`src/rtl/prog_interval_timer.sv`:
```
// -----------------------------------------------------------------------------
// prog_interval_timer
//
// Programmable interval timer. Counts clk cycles up to a run-time loadable
// period and emits a one-cycle tick at every terminal count, either
// periodically or once (one-shot). Start/stop pulses and an enable level give
// run, halt and pause control. Intended for display refresh, blink and
// debounce logic that needs intervals other than the classic 1 s rollover.
//
// Parameters
//   WIDTH       counter / period width in bits
//   DEF_PERIOD  period loaded at reset; must fit in WIDTH bits and be nonzero
//   AUTO_START  1: RUNNING after reset, 0: IDLE after reset
//
// Ports
//   clk        in   1      system clock, rising edge
//   Reset      in   1      asynchronous, active-high reset
//   start      in   1      pulse: clear count and enter RUNNING
//   stop       in   1      pulse: clear count and enter IDLE (wins over start)
//   en         in   1      level: 1 counts, 0 pauses (holds count) while RUNNING
//   oneshot    in   1      level: 1 one-shot, 0 periodic; sampled at terminal
//   period_wr  in   1      pulse: load period_in into the period register
//   period_in  in   WIDTH  new period in clk cycles; 0 is ignored
//   count      out  WIDTH  current count, 0 .. period-1
//   tick       out  1      registered one-cycle pulse on terminal count
//   running    out  1      state == RUNNING
//   done       out  1      state == DONE (one-shot expired)
// -----------------------------------------------------------------------------
module prog_interval_timer #(
  parameter int WIDTH      = 26,
  parameter int DEF_PERIOD = 50000000,
  parameter bit AUTO_START = 1'b1
) (
  input  logic             clk,
  input  logic             Reset,
  input  logic             start,
  input  logic             stop,
  input  logic             en,
  input  logic             oneshot,
  input  logic             period_wr,
  input  logic [WIDTH-1:0] period_in,
  output logic [WIDTH-1:0] count,
  output logic             tick,
  output logic             running,
  output logic             done
);

  typedef enum logic [1:0] {
    IDLE    = 2'd0,
    RUNNING = 2'd1,
    DONE    = 2'd2
  } state_t;

  localparam state_t RESET_STATE = AUTO_START ? RUNNING : IDLE;

  state_t           state;
  logic [WIDTH-1:0] period;
  logic             terminal;

  // Terminal uses ">=" rather than "==" so that shrinking the period below the
  // current count ends the interval on the next counting cycle instead of
  // letting the counter run on up to 2^WIDTH and wrap. The compare always sees
  // the period register as it was before this edge, so a period_wr landing on
  // a terminal edge only affects the following interval.
  assign terminal = (count >= period - WIDTH'(1));

  assign running = (state == RUNNING);

  // NOTE: all state is updated with non-blocking assignments so every register
  // samples the values from before the edge; blocking assignments here would
  // let later statements see half-updated state and change the priority order.
  // The period register is reset along with everything else, so a Reset
  // always returns the timer to DEF_PERIOD.
  always_ff @(posedge clk or posedge Reset) begin
    if (Reset) begin
      state  <= RESET_STATE;
      count  <= '0;
      tick   <= 1'b0;
      done   <= 1'b0;
      period <= WIDTH'(DEF_PERIOD);
    end else begin
      // tick is a pulse: low unless this edge is a terminal count.
      tick <= 1'b0;

      // Period load is independent of the control FSM; zero would make the
      // terminal compare underflow, so it is discarded.
      if (period_wr && (period_in != '0)) begin
        period <= period_in;
      end

      // Priority: stop > start > terminal count > increment.
      if (stop) begin
        state <= IDLE;
        count <= '0;
        done  <= 1'b0;
      end else if (start) begin
        state <= RUNNING;
        count <= '0;
        done  <= 1'b0;
      end else if ((state == RUNNING) && en) begin
        if (terminal) begin
          count <= '0;
          tick  <= 1'b1;
          if (oneshot) begin
            state <= DONE;
            done  <= 1'b1;
          end
        end else begin
          count <= count + WIDTH'(1);
        end
      end
      // Paused (RUNNING, en=0) holds count; IDLE and DONE hold count at 0,
      // which it already is because every path into them clears it.
    end
  end

endmodule
```
`config.mk`:
```
export PLATFORM = sky130hd
export DESIGN_NAME = prog_interval_timer
export DESIGN_NICKNAME = d
export VERILOG_FILES = /design/src/rtl/prog_interval_timer.sv
export SDC_FILE = /design/constraint.sdc
export NUM_CORES = 1
export LEC_CHECK = 0
export ABC_CLOCK_PERIOD_IN_PS = 3650
export CAP_MARGIN = 0
export CORE_UTILIZATION = 43
export CTS_CLUSTER_SIZE = 28
export DETAILED_ROUTE_END_ITERATION = 16
export DONT_BUFFER_PORTS = 1
export SETUP_SLACK_MARGIN = 0.2
export SYNTH_ARGS = -nofsm -noshare
export SYNTH_HDL_FRONTEND = slang
export SYNTH_SLANG_ARGS = --single-unit
```
`constraint.sdc`:
```
create_clock -name clk -period 3.65 [get_ports clk]
set_clock_uncertainty 0.15 [all_clocks]
set_input_delay 1.095 -clock clk [delete_from_list [all_inputs] [get_ports clk]]
set_output_delay 1.095 -clock clk [all_outputs]
set_load 0.01 [all_outputs]
```
# After elaboration in Yosys (flattened, before gate mapping)
# Cells that the tools add are included.
# Widths: inputs -> output; s select.
# totals
word_cells	34
reg_bits	56
output_inout_bits	29
inputBits	33
# classes
n_mux	18
n_reduce_logical	7
n_eq_ne	1
n_addsub	2
n_lt_le_gt_ge	1
# ops
operator	count
$mux 26	4
$add 26x1->26 const B	1
$ge 26x26->1	1
$reduce_bool 26->1	1
$sub 26x1->26 const B	1
$mux 2	5
$mux 1	9
$reduce_bool 3->1	3
$reduce_and 3->1	1
$eq 2x1->1 const B	1
$logic_and 1x1->1	2

# Logic depth before layout (Yosys ltp)
# depth
ltp_word	6
ltp_mapped	15
depth_no_buf	14

# Worst setup path after synthesis
# No wires, ideal clock.
# synth_path
path_kind	register to register
start	reg period[9]
end	reg count[0]
n_path_buf	0
path_slack_ns	0.220
setup_time_ns	0.079
stages_incl_launch_ff	14
arrival_time_ns	3.201
path_cell_list	dfrtp_1 > or4_4 > nor4_4 > nand3b_2 > nand2b_4 > nor4_4 > xnor2_1 > ha_1 > a21oi_1 > nand2_1 > a21oi_1 > o211ai_1 > or4_1 > a21oi_1
# synth_via
elab_chain_cells	6
# synth_lines
element	line_no	source
from (decl)	57	logic [WIDTH-1:0] period;
from (signal assigned)	80	period <= WIDTH'(DEF_PERIOD);
from (signal assigned)	88	period <= period_in;
$sub 26x1->26	65	assign terminal = (count >= period - WIDTH'(1));
$ge 26x26->1	65	
$mux 26	101	if (terminal) begin
$mux 26	100	end else if ((state == RUNNING) && en) begin
$mux 26	96	end else if (start) begin
$mux 26	92	if (stop) begin
to (signal assigned)	109	count <= count + WIDTH'(1);
to (decl)	42	output logic [WIDTH-1:0] count,
# No other way between the ends. The select of a mux whose other input is x is not followed.
# A chain may end at the register's enable or synchronous reset.

# Worst setup path after layout
# layout_path
start	reg period[10]
end	reg count[16]
# The elaborated chain is that of the path after synthesis.

==> flow_summary_export.csv <==
group,metric,value,unit
status,status,"completed",
pwr,power_density,300,nW/um^2
setup_path,ff2ff_path_depth,14,
yosys,synth.yosys.seq_area_share,38.0,%
min_path,hold_path_depth,2,
global_routing,grt_overflow,0,
setup_path,timing.rr.start,"period[10]",
setup_path,crit_top_cell,"nor4_4",
yosys,async_reset_ff_share,100,%
setup_path,end_kind,"register",
sta,fin_crit,3.48,ns
sta,tns,0,ns
routing,wl_per_cell,17.3,um
clock_network,h-tree-depth,2,
setup_path,worstPathArrival,3.49,ns
sta,max_freq,0.287,GHz
yosys,syn_inst,367,
final_layout,area_delta_synth_final,11.7,%
routing,wl,8430,um
routing,drt_iter0_markers,120,
clock_network,cts-buffers-inserted,5,
final_layout,final_cells,488,
placed_design,pre_cts_ws,0.0472,ns
routing,drc,0,
yosys,syn-num-nets,428,
final_layout,drive_gt1_share,25.1,%
min_path,min_to,"period[19]",
global_routing,grt_pass1_wl,13900,um
yosys,ys_ff_latch,55,
sta,final_max_slew_viol_count,0,
global_routing,grt_max_degree,50,
global_routing,grt.total_usage,20.4,%
global_routing,grt_pass1_vias,2741,
routing,vias,2834,
final_layout,fillers,759,
yosys,yosys_warnings,0,
yosys,synth_ff_type,"dfrtp_1",
placed_design,dp_cells,471,
setup_path,cp_num_buf_inv,1,
setup_path,crit_type,"reg -> reg",
setup_path,required,3.66,ns
placed_design,routabilityCongestion,0.816,
sta,worst_slew_pin_slew,1.04,ns
clock_network,insertion_delay,0.31,ns
sta,setup_ws,0.165,ns
sta,relSlewSlack,30.7,%
setup_path,cp_cell_sequence,"or4_4 -> nor4_4 -> nand3b_4 -> nand2b_4 -> nor4_4 -> xnor2_1 -> ha_1 -> nand4_1 -> nor3_2 -> nand2_1 -> o211a_1 -> a21oi_4 -> buf_6 -> nor3_1",
setup_path,cp_max_fo,6,
sta,min_period_over_period,95.5,%
clock_network,cts_tree,"built",
clock_network,cts.sinks,55,
clock_network,clockRootBuffer,"clkbuf_8",
sta,finalSetupViolations,0,
floorplanning,die_h,94.4,um
clock_network,clk_pin_slew_worst_paths,0.10,ns
routing,firstDrtPassIters,4,
placed_design,numPortBuffers,0,
floorplanning,start_util,44.6,%
floorplanning,ioPinCount,62,
pwr,p_leak,1.65,nW
yosys,synth_edf_count,0,
setup_path,cpPeakStageDelay,0.54,ns
setup_path,startpoint_type,"register",
sta,grt_setup_unrepaired,"yes",
clock_network,cts_max_path_buffers,2,
floorplanning,core_area,8220,sq um
floorplanning,placementRows,33,
yosys,ys_types,51,
run,max_cap_violations,0,
yosys,netlist_area,3670,sq um
setup_path,path_delay_family,"simple AND/OR/NAND/NOR gates",
floorplanning,die_x,94.4,um
yosys,syn_area_per_cell,9.99,sq um
final_layout,nets,443,
setup_path,cp_slowest_cell,"or4_4",
min_path,hp-class,"reg -> reg",
pwr,vdd.ir_drop.worst,0.161,mV
routing,routed_via_density,5.81,
routing,ant_nets,0,
placed_design,dp_hpwl,6260,um
setup_path,r2r_slack,0.17,ns
min_path,min_from,"period[19]",
final_layout,antenna_cells,0,
setup_path,r2r_end,"count[16]",
final_layout,fin_util,49.9,%
floorplanning,die-area,8900,sq um
sta,hold_viol,0,
global_routing,antenna_found_initial,0,
==> cell type report <==
type / instances / area (sq um) / share of cell area (%)
Multi-Input combinational cell: 293 / 2280 / 55.7
Sequential cell: 55 / 1390 / 34.0
Timing Repair Buffer: 20 / 165 / 4.03
Tap cell: 105 / 131 / 3.21
Clock buffer: 8 / 100 / 2.44
Inverter: 7 / 26.3 / 0.641
==> routing by layer <==
layer	part of all wire, %	up-vias	global-route usage (%)
met5	0	-	0
met3	5.2	10	4.67
met4	1.4	0	6.41
met2	47	74	32.7
met1	47	1372	27.2
li1	-	1378	-
==> cell usage in the layout (no fill, tap or decap), types with 4 or more instances in the layout <==
cell,instances
a21oi_1,10
xnor2_1,27
and3_1,4
nor4_1,9
buf_6,4
nor2_1,19
a211oi_2,5
dfrtp_1,42
a21o_1,4
nor3_2,6
mux2_2,20
a31o_2,4
clkbuf_8,7
inv_1,5
nor3_1,22
dfstp_2,13
nand4_1,11
ha_1,28
or4_1,8
xor2_1,15
buf_4,16
nand2_1,38
nand3_1,19
==> worst max-delay path by stage <==
stage / cells past startpoint / start / slack (ns) / end
after detailed placement: 13 / period[9] / 0.05 / count[5]
after global placement: 13 / period[9] / 0.12 / count[14]
after CTS: 14 / period[10] / 0.17 / state[0]
final: 14 / period[10] / 0.17 / count[16]
after global routing: 14 / period[10] / -0.1 / count[16]
after floorplan: 13 / period[9] / 0.22 / count[0]
==> sequential cells by signal (all words and copies together) (netlist names) <==
signal,count
period,26
done,1
tick,1
count,26
state,1
==> synthesized netlist by cell type, types with 2 or more instances <==
library cell	n	share of area [%]
dfrtp_1	42	29
nand2_1	38	3.9
ha_1	28	9.6
xnor2_1	27	6.4
nor3_1	25	3.4
mux2_2	20	6.1
nand3_1	19	2.6
nor2_1	19	1.9
xor2_1	15	3.6
a21oi_1	13	1.8
dfstp_2	13	9.3
nand4_1	11	1.9
nor4_1	10	1.7
or4_1	8	1.6
a211oi_1	6	1.2
buf_2	6	0.82
clkbuf_1	6	0.61
inv_1	6	0.61
a21o_1	4	0.82
a31o_2	4	0.96
and2_1	4	0.68
and3_1	4	0.68
nand2b_1	3	0.51
nor3_2	3	0.82
nor4_4	3	1.7
o21ai_0	3	0.41
a2111oi_4	2	1.5
nand3b_1	2	0.41
==> worst min-delay path: stages, from the launching register on <==
cell	delay (ns)
dfstp_2	0.39
nand2_1	0.05
nand2_1	0.05
==> per-stage QoR <==
step | area, sq um | hold slack (ns) | total power, W
final | 4100 | 0.341 | 0.00123
after global routing | 4100 | 0.359 | 0.00129
after CTS | 4040 | 0.342 | 0.00124
after detailed placement | 3830 | 0.319 | 0.000864
after global placement | 3830 | 0.321 | 0.000858
after floorplan | 3670 | 0.300 | 0.000818
==> repair_timing <==
| item | in CTS | in global routing |
|---|---|---|
| resized for setup | 14 | 10 |
| pin swaps | 10 | 8 |
| setup buffers | 5 | 1 |
| gates cloned | 2 | 1 |
| hold buffers | 0 | 0 |
| endpoints found under the setup margin | 28 | 29 |
==> kinds of logic after synthesis <==
kind of cell / share of synthesized area, %
multiplexers: 6.14
adder cells (fa/ha/maj): 9.55
AO/OA/AOI/OAI: 9.52
XOR/XNOR: 10.0
AND/OR/NAND/NOR: 24.6
buffers and inverters: 2.15
flip-flops: 38.0
==> power breakdown <==
part           internal, W  total [W]  switching, W
Clock             0.000174   0.000372      0.000198
Sequential        0.000649   0.000692     0.0000426
Combinational    0.0000792   0.000165     0.0000862
Note: power is estimated with default switching activity, not from simulation.
==> edit, RTL diff (same flow settings) <==
Change the parameter `WIDTH` from 26 to 52.
--- a/src/rtl/prog_interval_timer.sv
+++ b/src/rtl/prog_interval_timer.sv
@@ -27,7 +27,7 @@
 //   done       out  1      state == DONE (one-shot expired)
 // -----------------------------------------------------------------------------
 module prog_interval_timer #(
-  parameter int WIDTH      = 26,
+  parameter int WIDTH      = 52,
   parameter int DEF_PERIOD = 50000000,
   parameter bit AUTO_START = 1'b1
 ) (
Interface: changed (resized count and period_in); port bits go from 62 to 114. The function was not compared with the original's and may differ.
==> edit against the original RTL <==
  * The run now ends with negative setup slack left
  * Sequential cell count grew 52
  * Routed wire length up 120%
  * Non-clock buffer count increased by 89
  * Power up 110%
  * Maximum frequency is 21% lower
  * Final area grew 110%
  * Worst setup slack got worse by 0.91 ns
  * Area after synthesis rose by 87%
  * Critical path depth grew 2
  * Final cell count is 110% higher
==> edit: results (changes against the original RTL) <==
| Metric | Value |
|---|---|
| Outcome | finished, violations left |
| Violated checks | negative setup slack |
| H-Tree Level Count | 3 (+1) |
| Leakage power | 0.00344 uW (+110%) |
| Clk root buf | clkbuf_16 |
| 1st-iter DRT viols | 287 (+140%) |
| Pre-CTS WS | -0.995 ns (-1.04 ns) |
| Internal | 1940 uW (+110%) |
| Commonest cells post-synth | dfrtp_1, nor3_1, xnor2_1, ha_1, mux2_2 |
| Worst reg2reg startpoint | period[20] |
| Reg clk slew, reported paths | 0.07 ns (-0.03 ns) |
| Hold EP | period[6] |
| CP max FO | 10 (+4) |
| First-pass GRT wire length | 30,500 um (+120%) |
| Final hold slack | 0.407 ns (+0.0658 ns) |
| WHS Path Cells | 1 (-1) |
| Mux cell area share after synthesis | 8.54% (+2.4 points) |
| Post-synthesis compound-gate area fraction | 4.55% (-5.0 points) |
| Synth Net Count | 802 (+87%) |
| Post-cts sizing count | 10 (-4) |
| Routability cong. | 0.852 (+4.4%) |
| Insertion delay to the later sink of the worst-skew pair | 0.36 ns (+0.05 ns) |
| Setup Viol. Count Final | 55 (+55) |
| Largest net degree at the start of global routing | 108 (+120%) |
| Adder-Cell Fraction of Synth Area | 9.86% (+0.30 points) |
| Synth Area in XOR/XNOR | 12.8% (+2.7 points) |
| TritonCTS buffer count | 9 (+4) |
| Wire length per cell | 18.9 um (+9.7%) |
| Met2 WL post-DR | 8650 um (+120%) |
| Main area contributors after synthesis | dfrtp_1, ha_1, mux2_2 |
| Met3 Use GR | 4.05% (-0.62 points) |
| Vias | 5,511 (+94%) |
| Metal3 WL | 930 um (+110%) |
| R2R depth | 16 (+2) |
| Vias in the first global route | 5,693 (+110%) |
| Worst setup margin | -0.749 ns (-0.914 ns) |
| Hold wc startpoint | period[6] |
| Post-CTS Repair Setup Buffers | 1 (-4) |
| Worst ir drop on vdd | 0.303 mV (+88%) |
edit: cell types whose count changed in the layout (fill, tap and decap cells not counted), moves of 15 or more:
| cell | delta |
|---|---|
| nor4_1 | +15 |
| xnor2_1 | +37 |
| mux2_2 | +32 |
| nor3_2 | +46 |
| buf_4 | +85 |
| dfrtp_1 | +52 |
| ha_1 | +26 |
| xor2_1 | +19 |
| nor2_1 | +29 |
edit: stage by stage:
step                      power [uW]  cells  TNS (ns)  area (sq um)
after detailed placement        1750    977    -47.63          8120
after global placement          1730    977    -46.85          8120
final                           2620   1001    -38.05          8590
after global routing            2730   1001    -51.89          8590
after CTS                       2630    994    -36.46          8440
after floorplan                 1560    689    -33.51          7240
edit: final cells by class:
cell class | count | area [sq um] | share of cell area, %
multi-input cells | 546 | 4400 | 51.2
flip-flops and latches | 107 | 2690 | 31.4
repair buffers | 109 | 928 | 10.8
well taps | 211 | 264 | 3.07
clock buffers | 15 | 248 | 2.89
inverters | 12 | 48.8 | 0.568
clock inverters | 1 | 5.00 | 0.0583
